## src/rtl/seq_serializer.sv

```systemverilog
// Parallel-to-serial stage feeding the 1101 sequence detectors: WIDTH-bit words in
// over valid/ready, one registered bit per clock out, with a holding register for gap-free streaming.
module seq_serializer #(
  parameter int WIDTH     = 8,
  parameter bit MSB_FIRST = 1'b1,
  parameter bit IDLE_BIT  = 1'b0
) (
  input  logic             CLK,
  input  logic             RESET,
  input  logic [WIDTH-1:0] din,
  input  logic             din_valid,
  output logic             din_ready,
  output logic             x,
  output logic             x_valid,
  output logic             word_done,
  output logic             busy
);

  localparam int CW = (WIDTH > 2) ? $clog2(WIDTH) : 1;
  localparam logic [CW-1:0] LAST = CW'(WIDTH - 1);

  typedef enum logic {S_IDLE, S_SHIFT} state_t;

  state_t           r_state;
  logic [WIDTH-1:0] r_sr;
  logic [WIDTH-1:0] r_hr;
  logic             r_hrFull;
  logic [CW-1:0]    r_cnt;
  logic             r_x;
  logic             r_xValid;
  logic             r_wordDone;

  logic             w_accept;
  logic             w_lastBit;
  logic [CW-1:0]    w_cntNext;
  logic [WIDTH-1:0] w_loadWord;
  logic             w_loadFirst;
  logic [WIDTH-1:0] w_loadRest;
  logic             w_shiftBit;
  logic [WIDTH-1:0] w_shiftRest;

  assign din_ready = ~r_hrFull & ~RESET;
  assign w_accept  = din_valid & din_ready;
  assign w_lastBit = (r_state == S_SHIFT) && (r_cnt == LAST);
  assign w_cntNext = r_cnt + 1'b1;

  // On the last bit a pending HR word takes precedence over the bypass path from din.
  assign w_loadWord = (w_lastBit && r_hrFull) ? r_hr : din;

  // SR holds only the bits not yet on x, so the next bit always sits at the outgoing end.
  assign w_loadFirst = MSB_FIRST ? w_loadWord[WIDTH-1] : w_loadWord[0];
  assign w_loadRest  = MSB_FIRST ? {w_loadWord[WIDTH-2:0], 1'b0}
                                 : {1'b0, w_loadWord[WIDTH-1:1]};
  assign w_shiftBit  = MSB_FIRST ? r_sr[WIDTH-1] : r_sr[0];
  assign w_shiftRest = MSB_FIRST ? {r_sr[WIDTH-2:0], 1'b0}
                                 : {1'b0, r_sr[WIDTH-1:1]};

  always_ff @(posedge CLK) begin
    if (RESET) begin
      r_state    <= S_IDLE;
      r_sr       <= '0;
      r_hr       <= '0;
      r_hrFull   <= 1'b0;
      r_cnt      <= '0;
      r_x        <= IDLE_BIT;
      r_xValid   <= 1'b0;
      r_wordDone <= 1'b0;
    end else begin
      case (r_state)
        S_IDLE: begin
          if (w_accept) begin
            r_x        <= w_loadFirst;
            r_sr       <= w_loadRest;
            r_cnt      <= '0;
            r_xValid   <= 1'b1;
            r_wordDone <= 1'b0;
            r_state    <= S_SHIFT;
          end
        end
        S_SHIFT: begin
          if (!w_lastBit) begin
            r_x        <= w_shiftBit;
            r_sr       <= w_shiftRest;
            r_cnt      <= w_cntNext;
            r_wordDone <= (w_cntNext == LAST);
            if (w_accept) begin
              r_hr     <= din;
              r_hrFull <= 1'b1;
            end
          end else if (r_hrFull || w_accept) begin
            r_x        <= w_loadFirst;
            r_sr       <= w_loadRest;
            r_cnt      <= '0;
            r_xValid   <= 1'b1;
            r_wordDone <= 1'b0;
            r_hrFull   <= 1'b0;
          end else begin
            r_x        <= IDLE_BIT;
            r_xValid   <= 1'b0;
            r_wordDone <= 1'b0;
            r_cnt      <= '0;
            r_state    <= S_IDLE;
          end
        end
      endcase
    end
  end

  assign x         = r_x;
  assign x_valid   = r_xValid;
  assign word_done = r_wordDone;
  assign busy      = r_xValid | r_hrFull;

endmodule

```

## config.mk

```make
export PLATFORM = sky130hd
export DESIGN_NAME = seq_serializer
export DESIGN_NICKNAME = d
export VERILOG_FILES = /design/src/rtl/seq_serializer.sv
export SDC_FILE = /design/constraint.sdc
export NUM_CORES = 1
export LEC_CHECK = 0
export BUFFER_PORTS_ARGS = -buffer_cell sky130_fd_sc_hd__buf_2
export CAP_MARGIN = 30
export CORE_MARGIN = 1
export CORE_UTILIZATION = 49
export CTS_CLUSTER_SIZE = 30
export DETAILED_ROUTE_END_ITERATION = 16
export GPL_ROUTABILITY_DRIVEN = 1
export PLACE_DENSITY_LB_ADDON = 0.1
export SKIP_CTS_REPAIR_TIMING = 1
export SYNTH_ARGS = -nofsm -noshare
export SYNTH_HDL_FRONTEND = slang
export SYNTH_SLANG_ARGS = --single-unit
export TNS_END_PERCENT = 10
```

## constraint.sdc

```tcl
create_clock -name CLK -period 2.1 [get_ports CLK]
set_input_delay 0.315 -clock CLK [delete_from_list [all_inputs] [get_ports CLK]]
set_output_delay 0.315 -clock CLK [all_outputs]
set_load 0.005 [all_outputs]
```

### Word-level counts from Yosys, hierarchy flattened

Cells that the tools add are included.
W data, S select, Z words.

| cells by class | value |
|---|---|
| muxes and demuxes | 24 |
| eq/ne operators | 6 |
| shift-type cells | 0 |
| divide/modulo/power cells | 0 |
| $add $sub $neg | 1 |
| bitwise logic cells | 7 |
| reduce and logical (&&, ||, !) cells | 8 |
| $lt $le $gt $ge | 0 |
| multipliers | 0 |

Operators with widths:

| cell | count |
|---|---|
| $mux W8 | 4 |
| $pmux W8 S2 | 1 |
| $mux W1 | 12 |
| $pmux W1 S2 | 4 |
| $eq A3 B3 Y1 const B | 2 |
| $mux W3 | 2 |
| $pmux W3 S2 | 1 |
| $reduce_and A3 Y1 | 2 |
| $ne A2 B1 Y1 const B | 2 |
| $not A1 Y1 | 4 |
| $reduce_and A2 Y1 | 2 |
| $add A3 B1 Y3 const B | 1 |
| $ne A3 B2 Y1 const B | 1 |
| $and A1 B1 Y1 | 2 |
| $logic_and A1 B1 Y1 | 2 |
| $ne A2 B2 Y1 const B | 1 |
| $reduce_bool A2 Y1 | 1 |
| $logic_or A1 B1 Y1 | 1 |
| $or A1 B1 Y1 | 1 |

| word-level totals | value |
|---|---|
| memory bits (read-only) | 0 |
| memories kept | 0 |
| output and inout bits | 5 |
| bits in latches | 0 |
| bits in registers | 24 |
| bits of input ports | 11 |
| logic and storage cells | 54 |
| memory bits (writable) | 0 |

### Logic depth before layout (Yosys ltp)

| depth | value |
|---|---|
| depth in word-level cells | 7 |
| gate-level depth with buffers | 7 |
| gate-level depth less buffers | 6 |

### Worst setup path after synthesis

No wires, ideal clock.

| timing | value |
|---|---|
| path kind | register -> register |
| from | register r_cnt[1] |
| to | register r_sr[2] |
| data required time | 2029 ps |
| clock period less this slack | 1537 ps |
| cell stages (with the launch flop) | 8 |
| buffers on the path | 1 |
| slack | 563 ps |
| arrival time | 1467 ps |
| path through | dfxtp_1 > ha_1 > ha_1 > buf_2 > nand2_1 > o22ai_1 > a221o_1 > a21oi_1 |

| between the ends | value |
|---|---|
| cells in the longest elaborated chain, start to end | 7 |
| elaborated cells between the ends (all ways) | 10 |
| those cells by class | eq/ne (2); mux (5); reduce/logical (3) |

Ends and longest elaborated chain:

| item | RTL line | text |
|---|---|---|
| start, declared | 28 | `logic [CW-1:0] r_cnt;` |
| start signal, assigned | 84 | `r_cnt <= w_cntNext;` |
| $eq A3 B3 Y1 * | 44 | `assign w_lastBit = (r_state == S_SHIFT) && (r_cnt == LAST);` |
| $logic_and A1 B1 Y1 * | 44 |  |
| $logic_and A1 B1 Y1 | 48 | `assign w_loadWord = (w_lastBit && r_hrFull) ? r_hr : din;` |
| $mux W8 | 48 |  |
| $mux W8 | 90 | `end else if (r_hrFull \|\| w_accept) begin` |
| $mux W8 | 81 | `if (!w_lastBit) begin` |
| $pmux W8 S2 | 69 | `case (r_state)` |
| end signal, assigned | 73 | `r_sr <= w_loadRest;` |
| end signal, assigned | 83 | `r_sr <= w_shiftRest;` |
| end signal, assigned | 92 | `r_sr <= w_loadRest;` |
| end, declared | 25 | `logic [WIDTH-1:0] r_sr;` |

Every way passes the cells marked *; elsewhere a longest branch is shown, timed or not. The select of a mux whose other input is x is not followed.
A chain may end at the register's enable or synchronous reset.

### Worst setup path in the final report

| timing | value |
|---|---|
| from | register r_cnt[1] |
| to | register r_sr[6] |

The elaborated chain is that of the path after synthesis.

==> run metrics <==
status=finished, final reports clean; Final Setup Violations=0; flop-to-flop setup slack=0.25 ns; starting density of the core=54.2%; Hold Path Depth=3; Post-synth EDFFs=0; Worst path max stage delay=0.44 ns; Setup TNS=0 ns; average size of a mapped cell=8.38 µm²; post-route minimum period=1.85 ns; unrepaired setup endpoints after global routing=no; RR Endpoint=r_sr[6]$_SDFFE_PP0P_; Routed WL=2370 µm; dpl cell area=0.00120 mm²; Die H=49.5 µm; DR pass1 iterations=4; CP endpoint kind=flip-flop; synthesized instance count=132; clock-pin slew on the worst setup and hold paths=0.13 ns; vias per inst=5.65; Design Power=821 µW; Netlist Area Pre-Place=0.00111 mm²; share of the synthesized area in the top cell type=41.6%; Final Net Count=162; post-synthesis sequential area ratio=41.6%; GRT overflow=0; top post-synthesis cells by count=dfxtp_1 (23), a21oi_1 (18), nand2_1 (16); Core ar.=0.00204 mm²; R2R Path Start=r_cnt[1]$_SDFFE_PP0P_; CTS tree=built; MaxCap Viol Count=0; CTS root buf=clkbuf_4; global-route wire length before repair=4120 µm; PwrDens=668 mW/mm²; CTS Buf Count=3; yosys warns=0; Leak Pwr=0.000496 µW; syn nets=146; crit path launch=r_cnt[1]$_SDFFE_PP0P_; largest net degree at the start of global routing=26; Vias=983; Req. time, crit path=2.31 ns; Slew @ Worst Pin=0.475 ns; asr flop ratio synth=0%; startpoint types=flip-flop; Clock Latency Late Sink=0.31 ns; worst-path maximum fanout=12; arrival time of the worst setup path=2.06 ns; Max clock buf depth=2; HP Start=din[0]; critical-path cell list=ha_1, ha_1, nand2b_2, a21oi_2, a221o_1, a21oi_1; Hold Vio Cnt, Final=0; drt wl/cell=13.6 µm; maximum VDD drop=0.456 mV; area grow syn2layout=11.1%; GRT Total Usage=21.8%; Remaining DRCs=0; WS Path Type=reg2reg; ANT cells=0; hpwl dp=1660 µm; Initial DRC Count=35; Critical Path Most Common Cell=ha_1; Design Area, Final=0.00123 mm²; FF-to-FF path depth=6; Max stage delay cell, worst path=ha_1; Synth cell types=32; TritonCTS Sinks=23; Max-slew headroom=68.3%; Final GP Congestion=0.726; Die ar.=0.00245 mm²; top-count cell post-synth=dfxtp_1; Rows=16; ratio of final minimum period to clock period=88.3%; PortBufs=15; area leader, netlist=dfxtp_1; post-route ant nets=0; worst hold path endpoint=r_hr[0]$_SDFFE_PP0P_; ys flop type=dfxtp_1; Synth area leaders=dfxtp_1 (42%), a21oi_1 (8.1%), nand2_1 (5.4%); H-tree Lvls=1; HP Class=in2reg; Fin Clk Skew=0.00485 ns; FF+latch count, synth=23; max-slew violation count=0; I/O pin cnt=16; Max Fclk=540 MHz; fillers=209; layout cells sized above 1=22.4%; die width=49.5 µm; number of global-route vias before repair=908; initial antenna violation count=0
==> power breakdown <==
group / total, µW / internal (µW) / switching [µW]
clock network: 206 / 71.1 / 135
registers: 479 / 460 / 19.2
logic: 136 / 61.0 / 74.8
total: 821 / 592 / 229
==> sequential cells by signal, indices dropped and copies added (netlist names) <==
register,count
r_state,1
r_hr,8
x_valid,1
word_done,1
r_cnt,3
r_hrFull,1
x,1
r_sr,7
==> area by class of cell <==
cell class	count	area (µm²)	share of cell area, %
Clock buffer	3	22.5	1.83
Clock inverter	1	5.00	0.407
Inverter	9	33.8	2.75
Multi-Input combinational cell	91	561	45.6
Sequential cell	23	460	37.5
Tap cell	27	33.8	2.75
Timing Repair Buffer	20	113	9.16
==> through the flow <==
step | utilization [%] | hold WS [ns] | std cells | setup slack (ns)
after floorplan | - | 0.436 | 132 | 0.563
after global placement | 58.8 | 0.444 | 170 | 0.334
after detailed placement | 58.8 | 0.448 | 170 | 0.259
after CTS | 60.2 | 0.239 | 174 | 0.246
after global routing | 60.2 | 0.242 | 174 | 0.0491
final | 60.2 | 0.242 | 174 | 0.247
==> metal layers <==
layer	global-route usage, %	wire length (µm)
met2	36.8	1120
met5	0	0
met1	28.1	1170
met4	7.14	27
met3	3.70	60
==> worst max-delay path by stage <==
stage / to / slack [ns] / cells past startpoint
floorplan: r_sr[2]$_SDFFE_PP0P_ / 0.56 / 7
CTS: r_sr[6]$_SDFFE_PP0P_ / 0.25 / 6
global placement: r_sr[5]$_SDFFE_PP0P_ / 0.33 / 6
finish: r_sr[6]$_SDFFE_PP0P_ / 0.25 / 6
detailed placement: r_sr[6]$_SDFFE_PP0P_ / 0.26 / 6
global route: r_sr[3]$_SDFFE_PP0P_ / 0.05 / 6
==> worst max-delay path, delay by kind of cell, from the launching register on <==
family                     cells  cell delay [ns]
and+or+nand+nor                1             0.15
adders and majority gates      2             0.59
DFF                            1             0.37
AOI/OAI and AO/OA              3             0.63
==> layout by cell type, fill, tap and decap left out, types with 2 or more instances in the layout <==
| cell | count |
|---|---|
| nand2_2 | 2 |
| dfxtp_1 | 23 |
| a32oi_1 | 3 |
| buf_2 | 15 |
| clkbuf_4 | 3 |
| o22ai_1 | 5 |
| a211oi_1 | 3 |
| a21oi_1 | 18 |
| nand2_1 | 16 |
| nand3_1 | 8 |
| nand2b_1 | 2 |
| a221o_1 | 5 |
| buf_4 | 5 |
| nor2_1 | 9 |
| nor3_1 | 4 |
| inv_1 | 9 |
| ha_1 | 3 |
==> cell families (layout without fill, tap and decap cells) <==
family          after synthesis  after routing  share of synthesized area (%)
flops                        23             23                           41.6
mux                           1              1                          0.905
buf+inv                      18             33                           7.69
simple gates                 47             47                           21.5
compound gates               40             40                           24.9
fa+ha+maj                     3              3                           3.39
No activity file was read; power rests on OpenSTA's default activity.
